$ cat config.mk
export PLATFORM = sky130hd
export DESIGN_NAME = uart_tx_frame
export DESIGN_NICKNAME = d
export VERILOG_FILES = /design/src/rtl/uart_tx_pkg.sv /design/src/rtl/uart_tx_frame_serializer.sv /design/src/rtl/uart_tx_frame.sv
export SDC_FILE = /design/constraint.sdc
export NUM_CORES = 1
export LEC_CHECK = 0
export BUFFER_PORTS_ARGS = -buffer_cell sky130_fd_sc_hd__buf_2
export CAP_MARGIN = 10
export CORE_ASPECT_RATIO = 0.8
export CORE_MARGIN = 1.5
export CORE_UTILIZATION = 40
export DETAILED_ROUTE_END_ITERATION = 10
export GPL_ROUTABILITY_DRIVEN = 0
export PLACE_DENSITY_LB_ADDON = 0.1
export SETUP_SLACK_MARGIN = 0.2
export SLEW_MARGIN = 20
export SYNTH_ARGS = -nofsm -noshare
export SYNTH_HDL_FRONTEND = slang
export SYNTH_HIERARCHICAL = 1
export SYNTH_SLANG_ARGS = --single-unit
$ cat constraint.sdc
create_clock -name clk -period 3.9 [get_ports clk]
set_input_delay 0.975 -clock clk [delete_from_list [all_inputs] [get_ports clk]]
set_output_delay 0.975 -clock clk [all_outputs]
set_load 0.02 [all_outputs]
$ cat src/rtl/uart_tx_pkg.sv
// Shared types and line-level constants for the UART transmit frame path.
package uart_tx_pkg;

    typedef enum logic [2:0] {
        IDLE   = 3'd0,
        START  = 3'd1,
        DATA   = 3'd2,
        PARITY = 3'd3,
        STOP   = 3'd4
    } tx_state_t;

    localparam logic PAR_EVEN  = 1'b0;
    localparam logic PAR_ODD   = 1'b1;

    localparam logic LINE_IDLE = 1'b1;
    localparam logic START_BIT = 1'b0;
    localparam logic STOP_BIT  = 1'b1;

endpackage

$ cat src/rtl/uart_tx_frame_serializer.sv
// Payload shift register with bit counter; ser_data_o is the bit the line carries next,
// ser_done_o flags the last payload bit.
module tx_serializer
    import uart_tx_pkg::*;
#(
    parameter int unsigned DATA_WIDTH = 8
) (
    input  logic                  clk,
    input  logic                  rst_n,
    input  logic                  load_i,
    input  logic                  shift_i,
    input  logic [DATA_WIDTH-1:0] data_i,
    output logic                  ser_data_o,
    output logic                  ser_done_o
);

    localparam int unsigned CntW = $clog2(DATA_WIDTH);
    localparam logic [CntW-1:0] CntLast = CntW'(DATA_WIDTH - 1);

    logic [DATA_WIDTH-1:0] sh_q, sh_d;
    logic [CntW-1:0]       cnt_q, cnt_d;

    always_comb begin
        sh_d  = sh_q;
        cnt_d = cnt_q;
        if (load_i) begin
            sh_d  = data_i;
            cnt_d = '0;
        end else if (shift_i) begin
            sh_d  = {1'b0, sh_q[DATA_WIDTH-1:1]};
            cnt_d = (cnt_q == CntLast) ? '0 : cnt_q + CntW'(1);
        end
    end

    // Post-shift LSB, so the registered line output lines up with the counter.
    assign ser_data_o = sh_d[0];
    assign ser_done_o = shift_i && !load_i && (cnt_q == CntLast);

    always_ff @(posedge clk) begin
        if (!rst_n) begin
            sh_q  <= '0;
            cnt_q <= '0;
        end else begin
            sh_q  <= sh_d;
            cnt_q <= cnt_d;
        end
    end

endmodule

$ cat src/rtl/uart_tx_frame.sv
// UART transmit framer: start, LSB-first payload, optional parity, stop; one bit per clk.
// Parity support is compiled in only when UART_TX_PARITY_EN is defined.
module uart_tx_frame
    import uart_tx_pkg::*;
#(
    parameter int unsigned DATA_WIDTH = 8
) (
    input  logic                  clk,
    input  logic                  rst_n,
    input  logic [DATA_WIDTH-1:0] P_DATA,
    input  logic                  Data_Valid,
    input  logic                  PAR_EN,
    input  logic                  PAR_TYP,
    output logic                  TX_OUT,
    output logic                  busy
);

    tx_state_t state_q, state_d;
    logic      tx_d, busy_d;
    logic      load, shift, ser_data, ser_done;
    logic      par_bit, par_on;

`ifdef UART_TX_PARITY_EN
    logic par_q, par_d, par_en_q, par_en_d;

    always_comb begin
        par_d    = par_q;
        par_en_d = par_en_q;
        if (load) begin
            par_en_d = PAR_EN;
            par_d    = (^P_DATA) ^ (PAR_TYP == PAR_ODD);
        end
    end

    always_ff @(posedge clk) begin
        if (!rst_n) begin
            par_q    <= 1'b0;
            par_en_q <= 1'b0;
        end else begin
            par_q    <= par_d;
            par_en_q <= par_en_d;
        end
    end

    assign par_bit = par_q;
    assign par_on  = par_en_q;
`else
    logic unused_par;
    assign unused_par = PAR_EN ^ PAR_TYP;
    assign par_bit    = LINE_IDLE;
    assign par_on     = 1'b0;
`endif

    tx_serializer #(
        .DATA_WIDTH (DATA_WIDTH)
    ) u_ser (
        .clk        (clk),
        .rst_n      (rst_n),
        .load_i     (load),
        .shift_i    (shift),
        .data_i     (P_DATA),
        .ser_data_o (ser_data),
        .ser_done_o (ser_done)
    );

    always_comb begin
        state_d = state_q;
        load    = 1'b0;
        shift   = 1'b0;
        case (state_q)
            IDLE: begin
                if (Data_Valid) begin
                    load    = 1'b1;
                    state_d = START;
                end
            end
            START:  state_d = DATA;
            DATA: begin
                shift = 1'b1;
                if (ser_done) state_d = par_on ? PARITY : STOP;
            end
            PARITY: state_d = STOP;
            STOP:   state_d = IDLE;
            default: state_d = IDLE;
        endcase
    end

    // Line and busy are registered from the next state so they change on the same edge.
    always_comb begin
        case (state_d)
            START:   tx_d = START_BIT;
            DATA:    tx_d = ser_data;
            PARITY:  tx_d = par_bit;
            STOP:    tx_d = STOP_BIT;
            default: tx_d = LINE_IDLE;
        endcase
        busy_d = (state_d != IDLE);
    end

    always_ff @(posedge clk) begin
        if (!rst_n) begin
            state_q <= IDLE;
            TX_OUT  <= LINE_IDLE;
            busy    <= 1'b0;
        end else begin
            state_q <= state_d;
            TX_OUT  <= tx_d;
            busy    <= busy_d;
        end
    end

endmodule

======== Word level (Yosys, flattened, before mapping) ========
Cells that the tools add are included.
storage, ports and cells
  flip-flop bits (word level) ............. 16
  word-level logic and storage cells ...... 31
cells by class
  add/sub/neg operators ................... 1
  equal/unequal tests ..................... 6
  muxes and demuxes ....................... 10
  bitwise logic cells ..................... 1
  reduce and logical (&&, ||, !) cells .... 7
operators by type and width
  kind                                                                    number
  8-bit two-way mux                                                       2
  3-bit one-hot mux with 4 select lines                                   1
  3-bit by 2-bit equality test with 1-bit output (second input constant)  3
  3-bit two-way mux                                                       3
  3-bit by 1-bit equality test with 1-bit output (second input constant)  2
  3-bit by 1-bit adder with 3-bit output (second input constant)          1
  3-bit equality test (second input constant)                             1
  3-bit logical NOT                                                       1
  1-bit two-way mux                                                       3
  3-bit nonzero test                                                      1
  1-bit logical AND                                                       2
  1-bit one-hot mux with 2 select lines                                   1
  2-bit nonzero test                                                      1
  2-bit OR reduction                                                      1
  1-bit logical NOT                                                       1
  1-bit inverter                                                          1

======== Logic depth before layout (Yosys ltp) ========
Gate-level depths: netlist of the first run.
  depth in word-level cells ............... 9
  mapped depth ............................ 8
  depth with buffers taken out ............ 7

======== Hierarchy ========
Netlist of the first run, hierarchy kept.
modules (own cells, without submodules)
  module         instances  cells each  area each (um2)  sequential area each (um2)
  tx_serializer  1          51          520.5            220.2
  uart_tx_frame  1          20          198.9            100.1

======== Worst setup path after synthesis of the first run ========
OpenSTA, ideal clock, no wires.
  path type ............................... input port to flip-flop
  start ................................... in Data_Valid
  end ..................................... reg state_q[1]
  data arrival time ....................... 2.028 ns
  required time ........................... 3.836 ns
  path slack .............................. 1.807 ns
  stages on the path ...................... 8
  path through ............................ inv_1 > nor4_2 > buf_4 > clkinv_1 > and3_1 > nor2_1 > mux2i_1 > nor2_1
on the way
  word-level cells in the longest chain between the ends .. 7
RTL lines
  item                                   RTL line                        source
  start, declared                        uart_tx_frame.sv:11             input logic Data_Valid,
  1-bit two-way mux                      uart_tx_frame.sv:72             if (Data_Valid) begin
  1-bit two-way mux                      uart_tx_frame.sv:70             case (state_q)
  named net load                         uart_tx_frame.sv:20             logic load, shift, ser_data, ser_done;
  1-bit logical NOT                      uart_tx_frame_serializer.sv:37  assign ser_done_o = shift_i && !load_i && (cnt_q == CntLast);
  1-bit logical AND (2 in series)        uart_tx_frame_serializer.sv:37
  named net ser_done                     uart_tx_frame.sv:20
  3-bit two-way mux                      uart_tx_frame.sv:80             if (ser_done) state_d = par_on ? PARITY : STOP;
  3-bit one-hot mux with 4 select lines  uart_tx_frame.sv:70
  end signal, assigned                   uart_tx_frame.sv:106            state_q <= state_d;
  end, declared                          uart_tx_frame.sv:18             tx_state_t state_q, state_d;
The timed path passes the listed nets, and every way through them passes these cells.
A chain may end at the register's enable or synchronous reset.

======== Worst setup path in the final report of the first run ========
Ends and elaborated chain as after synthesis.

==> summary.txt, run 1 <==
Drt
  – 1st-pass router iterations: 3
  – WL final: between 1 and 1.5 mm
  – Via density: a little under 5
  – # DRC: 0
  – Initial DRC Count: 4
  – Drt wl/cell: between 10 and 15 microns
  – Routed via count: ~520
  – DRT antenna net count: 0

Pwr
  – Peak VDD IR: a little under 200 uV
  – Pint: approximately 0.00024 W
  – Gate power share: 0.168
  – Power per standard cell area: about 380 nW/um^2
  – Clock power frac: 0.256
  – NetSw: between 0.00008 and 0.00009 W
  – Sw Ratio: 0.252
  – Sequential Power Share: 0.575
  – Leak Pwr: 0.333 nW

Timing
  – Worst Max-Slew Pin Slew: 0.259 ns
  – Clk_skew: approximately 0.0011 ns
  – Tcrit/Tclk final: 0.536
  – Final Max Slew Viols: 0
  – Final hold vios: 0
  – Final min period: 2.09 ns
  – Slew headroom: 0.827
  – Fmax: around 480 MHz
  – Setup_tns: 0 ns
  – RSZ-0062 raised after global routing: no
  – Setup violations, final: 0

Global routing
  – Global-route wire length before repair: around 2.1 mm
  – Largest net degree at the start of global routing: 14
  – GRT overflow: 0
  – Initial antenna violation count: 0
  – Number of global-route vias before repair: 484
  – GRT Util Overall: 0.142

Setup path
  – Setup Crit Path Kind: in2reg
  – Critical Path Fanout Max: 12
  – Worst Path Required: 4.12 ns
  – R2R Setup Slk: approximately 2.1 ns
  – Worst r2r dst: state_q[1]
  – CP Capture Type: flop
  – CP startpoint kind: primary input
  – R2r startpoint: state_q[1]
  – Critical Path AT: roughly 2.3 ns
  – Worst R2R Path Depth: 7

Layout
  – Layout area overhead: 15.5%
  – Ant diodes: 0
  – Fin util: 0.501
  – Fin area: 831 sq um
  – Share of layout cells above drive strength 1: 0.221
  – Nets: 103
  – Fill cells: ~160

Yosys
  – Post-synthesis compound-gate area fraction: 0.104
  – Xor/xnor share of the synthesized area: 0
  – Sequential fraction of the synthesis area: 0.445
  – Avg Inst Size Synth: ~10 sq um
  – Cells after Synth: between 70 and 80
  – Post-synthesis mux area share: 0.153
  – #FFs+latches synth: 16
  – Largest family of logic cells by synthesized area: simple AND/OR/NAND/NOR gates
  – Area contributors post-synth: dfxtp_1, mux2i_1, a211oi_1
  – Yosys warns: 6
  – Mapped Area: around 720 sq um
  – Synth area leader: dfxtp_1
  – Post-Synth Adder-Cell Area: 0.0348
  – Area share of the largest cell type after synthesis: 0.445
  – Syn nets: 86
  – Synth cell types: 20
  – Simple-Gate Fraction of Synth Area: 0.221

Outcome
  – Status: completed

Die
  – Starting Density: 0.434
  – Chip Height: 40.9 microns
  – Rows: 13
  – Die ar.: around 2100 sq um
  – IO Pins: 15
  – Die Wd: 50.4 microns
  – Core ar.: approximately 1700 sq um

Hold path
  – Hold Crit Depth: 2
  – Hold Path Origin: u_ser/cnt_q[0]
  – Worst Hold Class: reg2reg
  – WHS Endpoint: u_ser/cnt_q[0]

Clock network
  – Num Clock Sinks: 16
  – CTS tree: built
  – CTS resizes: 0
  – Post-CTS Setup Bufs: 0
  – Worst-path clk slew: 0.08 ns
  – CTS Buf Count: 3
  – Htree depth: 1
  – Hold buffers post-CTS: 0
  – Worst-skew pair later-pin latency: ~0.27 ns
  – Root buffer cell: clkbuf_4
  – Clk buf depth: 2

Flow run
  – Max Cap Viol: 0

Placement
  – Detail Placement HPWL: 874 microns
  – Buffers on Ports: 12
  – Cell area after placement: 808 sq um
worst max-delay path by stage:
stage	cells after the start	endpoint	slack [ns]	startpoint
global route	9	state_q[1]	1.63	Data_Valid
CTS	9	state_q[1]	1.79	Data_Valid
floorplan	8	state_q[1]	1.81	Data_Valid
global placement	9	state_q[1]	1.53	Data_Valid
detailed placement	9	state_q[1]	1.51	Data_Valid
finish	9	state_q[1]	1.81	Data_Valid
cells in the mapped netlist, drive strengths merged:
| cell type | number |
|---|---|
| dfxtp | 16 |
| mux2i | 11 |
| a211oi | 7 |
| nor2b | 7 |
| nor2 | 6 |
| a21oi | 3 |
| nand2b | 3 |
| nor3b | 3 |
| buf | 2 |
| ha | 2 |
| inv | 2 |
| or3b | 2 |
| a22oi | 1 |
| and2 | 1 |
| and3 | 1 |
| clkinv | 1 |
| nand2 | 1 |
| nor3 | 1 |
| nor4 | 1 |
critical path: stages:
cell,delay (ns)
buf_2,0.09
inv_1,0.05
nor4_2,0.13
buf_4,0.20
clkinv_1,0.23
and3_1,0.26
nor2_1,0.18
mux2i_1,0.10
nor2_1,0.08
sequential cells by signal (all words and copies together) (netlist names):
register / cells
u_ser/sh_q: 8
state_q: 3
busy: 1
TX_OUT: 1
u_ser/cnt_q: 3
cell usage in the layout (no fill, tap or decap), drive strengths merged, types with 3 or more instances in the layout:
cell type,instances
a21oi,3
nor3b,3
mux2i,11
nor2,6
clkbuf,3
buf,14
dfxtp,16
nor2b,7
nand2b,3
a211oi,7
through the flow:
step | hold WS, ns | worst slack, ns | total power [W] | std cells
after detailed placement | 0.493 | 1.51 | 0.000242 | 105
after CTS | 0.510 | 1.79 | 0.000324 | 108
after global placement | 0.477 | 1.53 | 0.000240 | 105
after global routing | 0.561 | 1.63 | 0.000340 | 108
after floorplan | 0.463 | 1.81 | 0.000226 | 71
final | 0.499 | 1.81 | 0.000319 | 108
logic make-up after synthesis:
family,after synthesis
AO/OA/AOI/OAI,11
adder cells (fa/ha/maj),2
buffers and inverters,5
flip-flops,16
multiplexers,11
AND/OR/NAND/NOR,26
metal layers:
layer | share of wire | track usage
met5 | 0 | 0
met4 | 0.011 | 0.0811
met3 | 0.031 | 0.0328
met2 | 0.42 | 0.214
met1 | 0.54 | 0.190
layout make-up:
type,count,area (sq um),share of cell area
multi-input combinational,50,374,0.450
inverter,3,11.3,0.0136
tap,22,27.5,0.0331
clock buffer,3,22.5,0.0271
sequential,16,320,0.386
timing repair buffer,14,75.1,0.0904
power groups by stage:
stage | sequential [W] | combinational [W] | clock, W
floorplan | 0.000188 | 0.0000381 | 0
global placement | 0.000187 | 0.0000534 | 0
detailed placement | 0.000187 | 0.0000544 | 0
CTS | 0.000183 | 0.0000549 | 0.0000856
global route | 0.000185 | 0.0000611 | 0.0000940
finish | 0.000183 | 0.0000537 | 0.0000817
Note: power is estimated with default switching activity, not from simulation.
==> run 2, diff against run 1 <==
--- a/config.mk
+++ b/config.mk
@@ -5,6 +5,7 @@
 export SDC_FILE = /design/constraint.sdc
 export NUM_CORES = 1
 export LEC_CHECK = 0
+export ABC_AREA = 1
 export BUFFER_PORTS_ARGS = -buffer_cell sky130_fd_sc_hd__buf_2
 export CAP_MARGIN = 10
 export CORE_ASPECT_RATIO = 0.8
==> constraint.sdc (replaced) <==
create_clock -name clk -period 1.8 [get_ports clk]
set_input_delay 0.45 -clock clk [delete_from_list [all_inputs] [get_ports clk]]
set_output_delay 0.45 -clock clk [all_outputs]
set_load 0.02 [all_outputs]
==> summary.txt, run 2 <==
Setup path
  – Setup Crit Path Kind: reg2reg
  – Critical Path AT: 1.61 ns (-0.70 ns)
  – Critical Path Fanout Max: 3 (-9)
  – CP Capture Type: flop
  – Worst Path Required: 1.98 ns (-2.14 ns)
  – CP startpoint kind: flop

Pwr
  – Leak Pwr: 0.475 nW (+43%)
  – Peak VDD IR: 683 uV (+250%)
  – Power per standard cell area: 874 nW/um^2 (+130%)

Drt
  – Initial DRC Count: 9 (+5)
  – 1st-pass router iterations: 4 (+1)
  – Routed via count: 659 (+26%)
  – Drt wl/cell: 9.82 microns (-10%)
  – WL final: 1.40 mm (+18%)
  – # DRC: 0 (unchanged)
  – Via density: 4.64 (-4.3%)
  – DRT antenna net count: 0 (unchanged)

Clock network
  – Post-CTS Setup Bufs: 0 (unchanged)
  – Num Clock Sinks: 16 (unchanged)
  – Hold buffers post-CTS: 0 (unchanged)
  – Root buffer cell: clkbuf_4
  – Htree depth: 1 (unchanged)
  – Worst-path clk slew: 0.09 ns (about the same)
  – Worst-skew pair later-pin latency: 0.28 ns (about the same)
  – Clk buf depth: 2 (unchanged)
  – CTS Buf Count: 3 (unchanged)
  – CTS tree: built

Timing
  – RSZ-0062 raised after global routing: no
  – Final min period: 1.42 ns
  – Final Max Slew Viols: 0 (unchanged)
  – Setup violations, final: 0 (unchanged)
  – Slew headroom: 0.849 (+0.0218)
  – Fmax: 702 MHz
  – Final hold vios: 0 (unchanged)
  – Tcrit/Tclk final: 0.792
  – Clk_skew: 0.00293 ns (+0.00184 ns)
  – Worst Max-Slew Pin Slew: 0.226 ns (-0.0329 ns)
  – Setup_tns: 0 ns (unchanged)

Layout
  – Most common cell after layout, fill and taps aside: nand2_1
  – Area of the multi-input gates: 334 sq um (-11%)
  – Top reg by flops: u_ser/sh_q
  – Nets: 136 (+32%)
  – Commonest cells after routing, fill and taps aside: nand2_1, dfxtp_1, nand3_1, inv_1, buf_2
  – Largest registers: u_ser/sh_q: 8 flops, state_q: 3 flops, u_ser/cnt_q: 3 flops
  – Fill cells: 198 (+22%)
  – Ant diodes: 0 (unchanged)
  – Max reg flops: 8 (unchanged)
  – Layout area overhead: 15.0%
  – Share of layout cells above drive strength 1: 0.225 (+0.00407)
  – Reg area: 320 sq um (unchanged)
  – Layout Cells excl Fill: 142 (+31%)

Yosys
  – Synth area leader: dfxtp_1
  – Async S/R FF share, synth: 0 (unchanged)
  – Avg Inst Size Synth: 7.21 sq um (-29%)
  – #FFs+latches synth: 16 (unchanged)
  – Mapped Area: 749 sq um (+4.2%)
  – Area contributors post-synth: dfxtp_1, nand2_1, nand3_1
  – Area share of the largest cell type after synthesis: 0.427 (-0.0178)
  – EDFF count, synth: 0 (unchanged)
  – Synth cell types: 16 (-20%)
  – Top FF cell, synth: dfxtp_1
  – Commonest cells in the netlist: nand2_1, dfxtp_1, nand3_1
  – Yosys warns: 6 (unchanged)
  – Sequential fraction of the synthesis area: 0.427 (-0.0178)
  – Most numerous cell in the Yosys netlist: nand2_1
  – Syn nets: 119 (+38%)
  – Cells after Synth: 104 (+46%)

Placement
  – Post-Place Cells: 138 (+31%)
  – Buffers on Ports: 12 (unchanged)
  – Detail Placement HPWL: 1.02 mm (+17%)

Die
  – IO Pins: 15 (unchanged)
  – Core ar.: 1690 sq um (+2.0%)
  – Die ar.: 2140 sq um (+3.9%)
  – Chip Height: 41.7 microns (+1.9%)
  – Die Wd: 51.4 microns (+1.9%)
  – Rows: 13 (unchanged)
  – Starting Density: 0.443 (+0.00941)

Global routing
  – GRT overflow: 0 (unchanged)
  – Largest net degree at the start of global routing: 13 (-1)
  – Number of global-route vias before repair: 601 (+24%)
  – Global-route wire length before repair: 2.42 mm (+16%)
  – Initial antenna violation count: 0 (unchanged)
  – GRT Util Overall: 0.152 (+0.0107)

Hold path
  – Worst Hold Class: in2reg

Outcome
  – Status: completed

Flow run
  – Max Cap Viol: 0 (unchanged)
## run 2: power by group
| part | total [W] | switching (W) | leakage [nW] | internal [W] |
|---|---|---|---|---|
| clock | 0.000234 | 0.000111 | 0.0210 | 0.000123 |
| sequential | 0.000390 | 0.0000123 | 0.131 | 0.000378 |
| combinational | 0.000129 | 0.0000792 | 0.323 | 0.0000494 |
## run 2: logic make-up after synthesis
group / synth area share
adder cells (fa/ha/maj): 0.0334
AO/OA/AOI/OAI: 0.0434
AND/OR/NAND/NOR: 0.369
flip-flops: 0.427
buffers and inverters: 0.127
## run 2: through the flow
step	setup slack, ns	power (W)	hold slack [ns]	utilization	area [sq um]
floorplan	0.310	0.000494	0.438	-	749
global placement	0.182	0.000525	0.455	0.488	826
detailed placement	0.166	0.000527	0.458	0.488	826
CTS	0.345	0.000769	0.393	0.510	862
global route	0.229	0.000800	0.427	0.510	862
finish	0.375	0.000753	0.408	0.510	862
## run 2: worst max-delay path, stage by stage (launching register included)
cell,delay [ns]
dfxtp_1,0.34
ha_1,0.20
ha_1,0.20
and3_2,0.22
o21ai_0,0.15
nand2_1,0.11
nand2_1,0.07
nand2_1,0.04
## run 2: metal layers
metal	up-vias	routed length (microns)	GRT usage
met1	292	687	0.191
li1	353	-	-
met3	2	72	0.0647
met5	-	0	0
met4	0	13	0.0474
met2	12	621	0.236
## run 2: timing repair
| item | in CTS | in global routing |
|---|---|---|
| endpoints found under the setup margin | 0 | 1 |
| resized for setup | 0 | 1 |
| hold endpoints to repair | 0 | 0 |
## run 2: cell type report
type,instances,share of cell area
well taps,22,0.0319
inverters,15,0.0711
flip-flops and latches,16,0.372
repair buffers,15,0.0958
multi-input cells,70,0.388
clock buffers,4,0.0421
## run 2: final timing paths
kind	cells after the start	endpoint	from	slack, ns
max	7	TX_OUT	u_ser/cnt_q[0]	0.38
min	3	u_ser/sh_q[7]	P_DATA[7]	0.41
max reg2reg	7	TX_OUT	u_ser/cnt_q[0]	0.38
min reg2reg	2	u_ser/sh_q[7]	u_ser/sh_q[7]	0.47
==> run 3, diff against run 2 <==
--- a/config.mk
+++ b/config.mk
@@ -5,7 +5,7 @@
 export SDC_FILE = /design/constraint.sdc
 export NUM_CORES = 1
 export LEC_CHECK = 0
-export ABC_AREA = 1
+export ABC_AREA = 0
 export BUFFER_PORTS_ARGS = -buffer_cell sky130_fd_sc_hd__buf_2
 export CAP_MARGIN = 10
 export CORE_ASPECT_RATIO = 0.8
==> constraint.sdc (replaced) <==
create_clock -name clk -period 1.33 [get_ports clk]
set_input_delay 0.3325 -clock clk [delete_from_list [all_inputs] [get_ports clk]]
set_output_delay 0.3325 -clock clk [all_outputs]
set_load 0.02 [all_outputs]
==> summary.txt, run 3 (synthesis results as in run 1) <==
Global routing
  – Initial antenna violation count: 0 (unchanged)
  – Global-route wire length before repair: 2.66 mm (+10%)
  – Number of global-route vias before repair: 542 (-9.8%)
  – Met2 Use GR: 0.303 (+0.0667)
  – Largest net degree at the start of global routing: 10 (-3)
  – Grt peak-use layer: met2
  – Met1 usage: 0.232 (+0.0411)
  – GRT Util Overall: 0.190 (+0.0374)
  – GRT overflow: 0 (unchanged)
  – Met3 Track Usage GR: 0.0766 (+0.0119)

Layout
  – Ant diodes: 0 (unchanged)
  – Fill cells: 127 (-36%)
  – Nets: 119 (-13%)
  – Area of the multi-input gates: 519 sq um (+55%)
  – Reg area: 332 sq um (+3.5%)
  – Largest registers: u_ser/sh_q: 8 flops, state_q: 3 flops, u_ser/cnt_q: 3 flops
  – Top reg by flops: u_ser/sh_q
  – Layout area overhead: 62.8%
  – Share of layout cells above drive strength 1: 0.650 (+0.425)
  – Max reg flops: 8 (unchanged)
  – Commonest cells after routing, fill and taps aside: dfxtp_1, buf_4, buf_2, mux2i_1, a211oi_2

Setup path
  – Critical Path AT: 1.64 ns (+0.03 ns)
  – CP startpoint kind: flop
  – Worst r2r dst: TX_OUT
  – R2R Setup Slk: -0.1 ns (-0.47 ns)
  – CP Capture Type: flop
  – Buffers and inverters on the worst path: 2 (+2)
  – R2r startpoint: state_q[2]
  – Critical path depth in cells: 6 (-1)
  – Worst Path Required: 1.54 ns (-0.44 ns)
  – Crit path largest cell delay: 0.37 ns (+0.03 ns)
  – Worst R2R Path Depth: 6 (-1)
  – Crit path cell chain: nor4_4 -> buf_4 -> clkinv_4 -> a21oi_2 -> mux2i_1 -> a22oi_1
  – Critical Path Fanout Max: 4 (+1)
  – Setup Crit Path Kind: reg2reg
  – Slowest cell on the critical path: dfxtp_4
  – Crit-path leading delay family: flip-flops

Hold path
  – Hold Path Origin: P_DATA[7]
  – WHS Endpoint: u_ser/sh_q[7]
  – Worst Hold Class: in2reg
  – Hold Crit Depth: 3 (unchanged)

Pwr
  – Peak VDD IR: 664 uV (-2.8%)
  – Leak Pwr: 0.462 nW (-2.9%)
  – NetSw: 0.000316 W (+56%)
  – Tot Pwr: 0.00119 W (+57%)
  – Clock power frac: 0.272 (-0.039)
  – Sequential Power Share: 0.458 (-0.060)
  – Pint: 0.000869 W (+58%)
  – Power per standard cell area: 1010 nW/um^2 (+16%)
  – Gate power share: 0.270 (+0.099)
  – Sw Ratio: 0.267 (-0.00241)

Drt
  – 1st-pass router iterations: 3 (-1)
  – WL final: 1.62 mm (+16%)
  – Drt wl/cell: 13.0 microns (+32%)
  – DRT antenna net count: 0 (unchanged)
  – Routed via count: 612 (-7.1%)
  – # DRC: 0 (unchanged)
  – Initial DRC Count: 7 (-2)
  – Via density: 4.90 (+5.5%)

Flow run
  – Max Cap Viol: 0 (unchanged)

Placement
  – Detail Placement HPWL: 1.01 mm (-1.5%)
  – Buffers on Ports: 12 (unchanged)
  – Place WS: -0.223 ns (-0.389 ns)

Clock network
  – Root buffer cell: clkbuf_4
  – Htree depth: 1 (unchanged)
  – Worst-path clk slew: 0.09 ns (about the same)
  – Clk buf depth: 2 (unchanged)
  – CTS Buf Count: 3 (unchanged)
  – CTS tree: built
  – Num Clock Sinks: 16 (unchanged)
  – Worst-skew pair later-pin latency: 0.29 ns (about the same)
  – Hold buffers post-CTS: 0 (unchanged)

Outcome
  – Failing checks: negative setup slack
  – Status: finished with violations

Die
  – Rows: 13 (unchanged)
  – Chip Height: 40.9 microns (-1.9%)
  – Die Wd: 50.4 microns (-1.9%)
  – IO Pins: 15 (unchanged)
  – Core ar.: 1660 sq um (-1.9%)
  – Die ar.: 2060 sq um (-3.8%)
  – Starting Density: 0.434 (-0.00941)

Timing
  – Fmax: 700 MHz (-0.23%)
  – Worst Max-Slew Pin Slew: 0.401 ns (+0.176 ns)
  – Slew headroom: 0.732 (-0.117)
  – Setup violations, final: 12 (+12)
  – Clk_skew: 0.00592 ns (+0.00299 ns)
  – Final Max Slew Viols: 0 (unchanged)
  – Final min period: 1.43 ns (+0.00333 ns)
  – Tcrit/Tclk final: 1.07 (+0.282)
  – Final hold vios: 0 (unchanged)
  – RSZ-0062 raised after global routing: yes
  – Fin worst setup slack: -0.0981 ns (-0.473 ns)
==> run 3: what timing repair did <==
item,CTS,global route
endpoints found under the setup margin,14,17
pin swaps,7,6
gates resized for setup,20,14
cloned,0,0
endpoints found under the hold margin,0,0
buffers inserted,6,2
==> run 3: routing by layer <==
layer | share of wire | vias to the layer above
met1 | 0.43 | 280
met3 | 0.046 | 4
li1 | - | 317
met2 | 0.50 | 11
met5 | 0 | -
met4 | 0.015 | 0
==> run 3: worst max-delay path by stage <==
| stage | slack [ns] | startpoint | endpoint |
|---|---|---|---|
| after floorplan | -0.04 | state_q[2] | state_q[1] |
| after global placement | -0.21 | Data_Valid | TX_OUT |
| after detailed placement | -0.22 | Data_Valid | TX_OUT |
| after CTS | -0.06 | state_q[1] | TX_OUT |
| after global routing | -0.19 | state_q[2] | TX_OUT |
| final | -0.1 | state_q[2] | TX_OUT |
==> run 3: power groups by stage <==
stage          Clock (W)  Combinational, W  Sequential [W]
3_3_place_gp           0          0.000205        0.000550
5_1_grt         0.000356          0.000345        0.000548
3_5_place_dp           0          0.000208        0.000551
6_report        0.000323          0.000320        0.000542
2_1_floorplan          0          0.000125        0.000556
4_1_cts         0.000339          0.000282        0.000538
==> run 3: area by class of cell <==
class | count | share of cell area
repair buffers | 30 | 0.201
multi-input cells | 50 | 0.443
flip-flops and latches | 16 | 0.283
clock buffers | 4 | 0.0310
inverters | 3 | 0.0182
well taps | 22 | 0.0235
==> run 3: per-stage QoR <==
stage | utilization | cells | hold WS, ns | area, sq um | TNS (ns)
final | 0.706 | 125 | 0.290 | 1170 | -0.377
after global routing | 0.706 | 125 | 0.289 | 1170 | -1.02
after CTS | 0.664 | 123 | 0.265 | 1100 | -0.107
after detailed placement | 0.557 | 113 | 0.484 | 925 | -1.34
after global placement | 0.557 | 113 | 0.477 | 925 | -1.17
after floorplan | - | 71 | 0.452 | 781 | -0.0728
==> run 3: tightest hold or removal path, cell delays in order <==
cell and delay, ns:
buf_2 0.10, nand2_1 0.07, a21oi_2 0.05
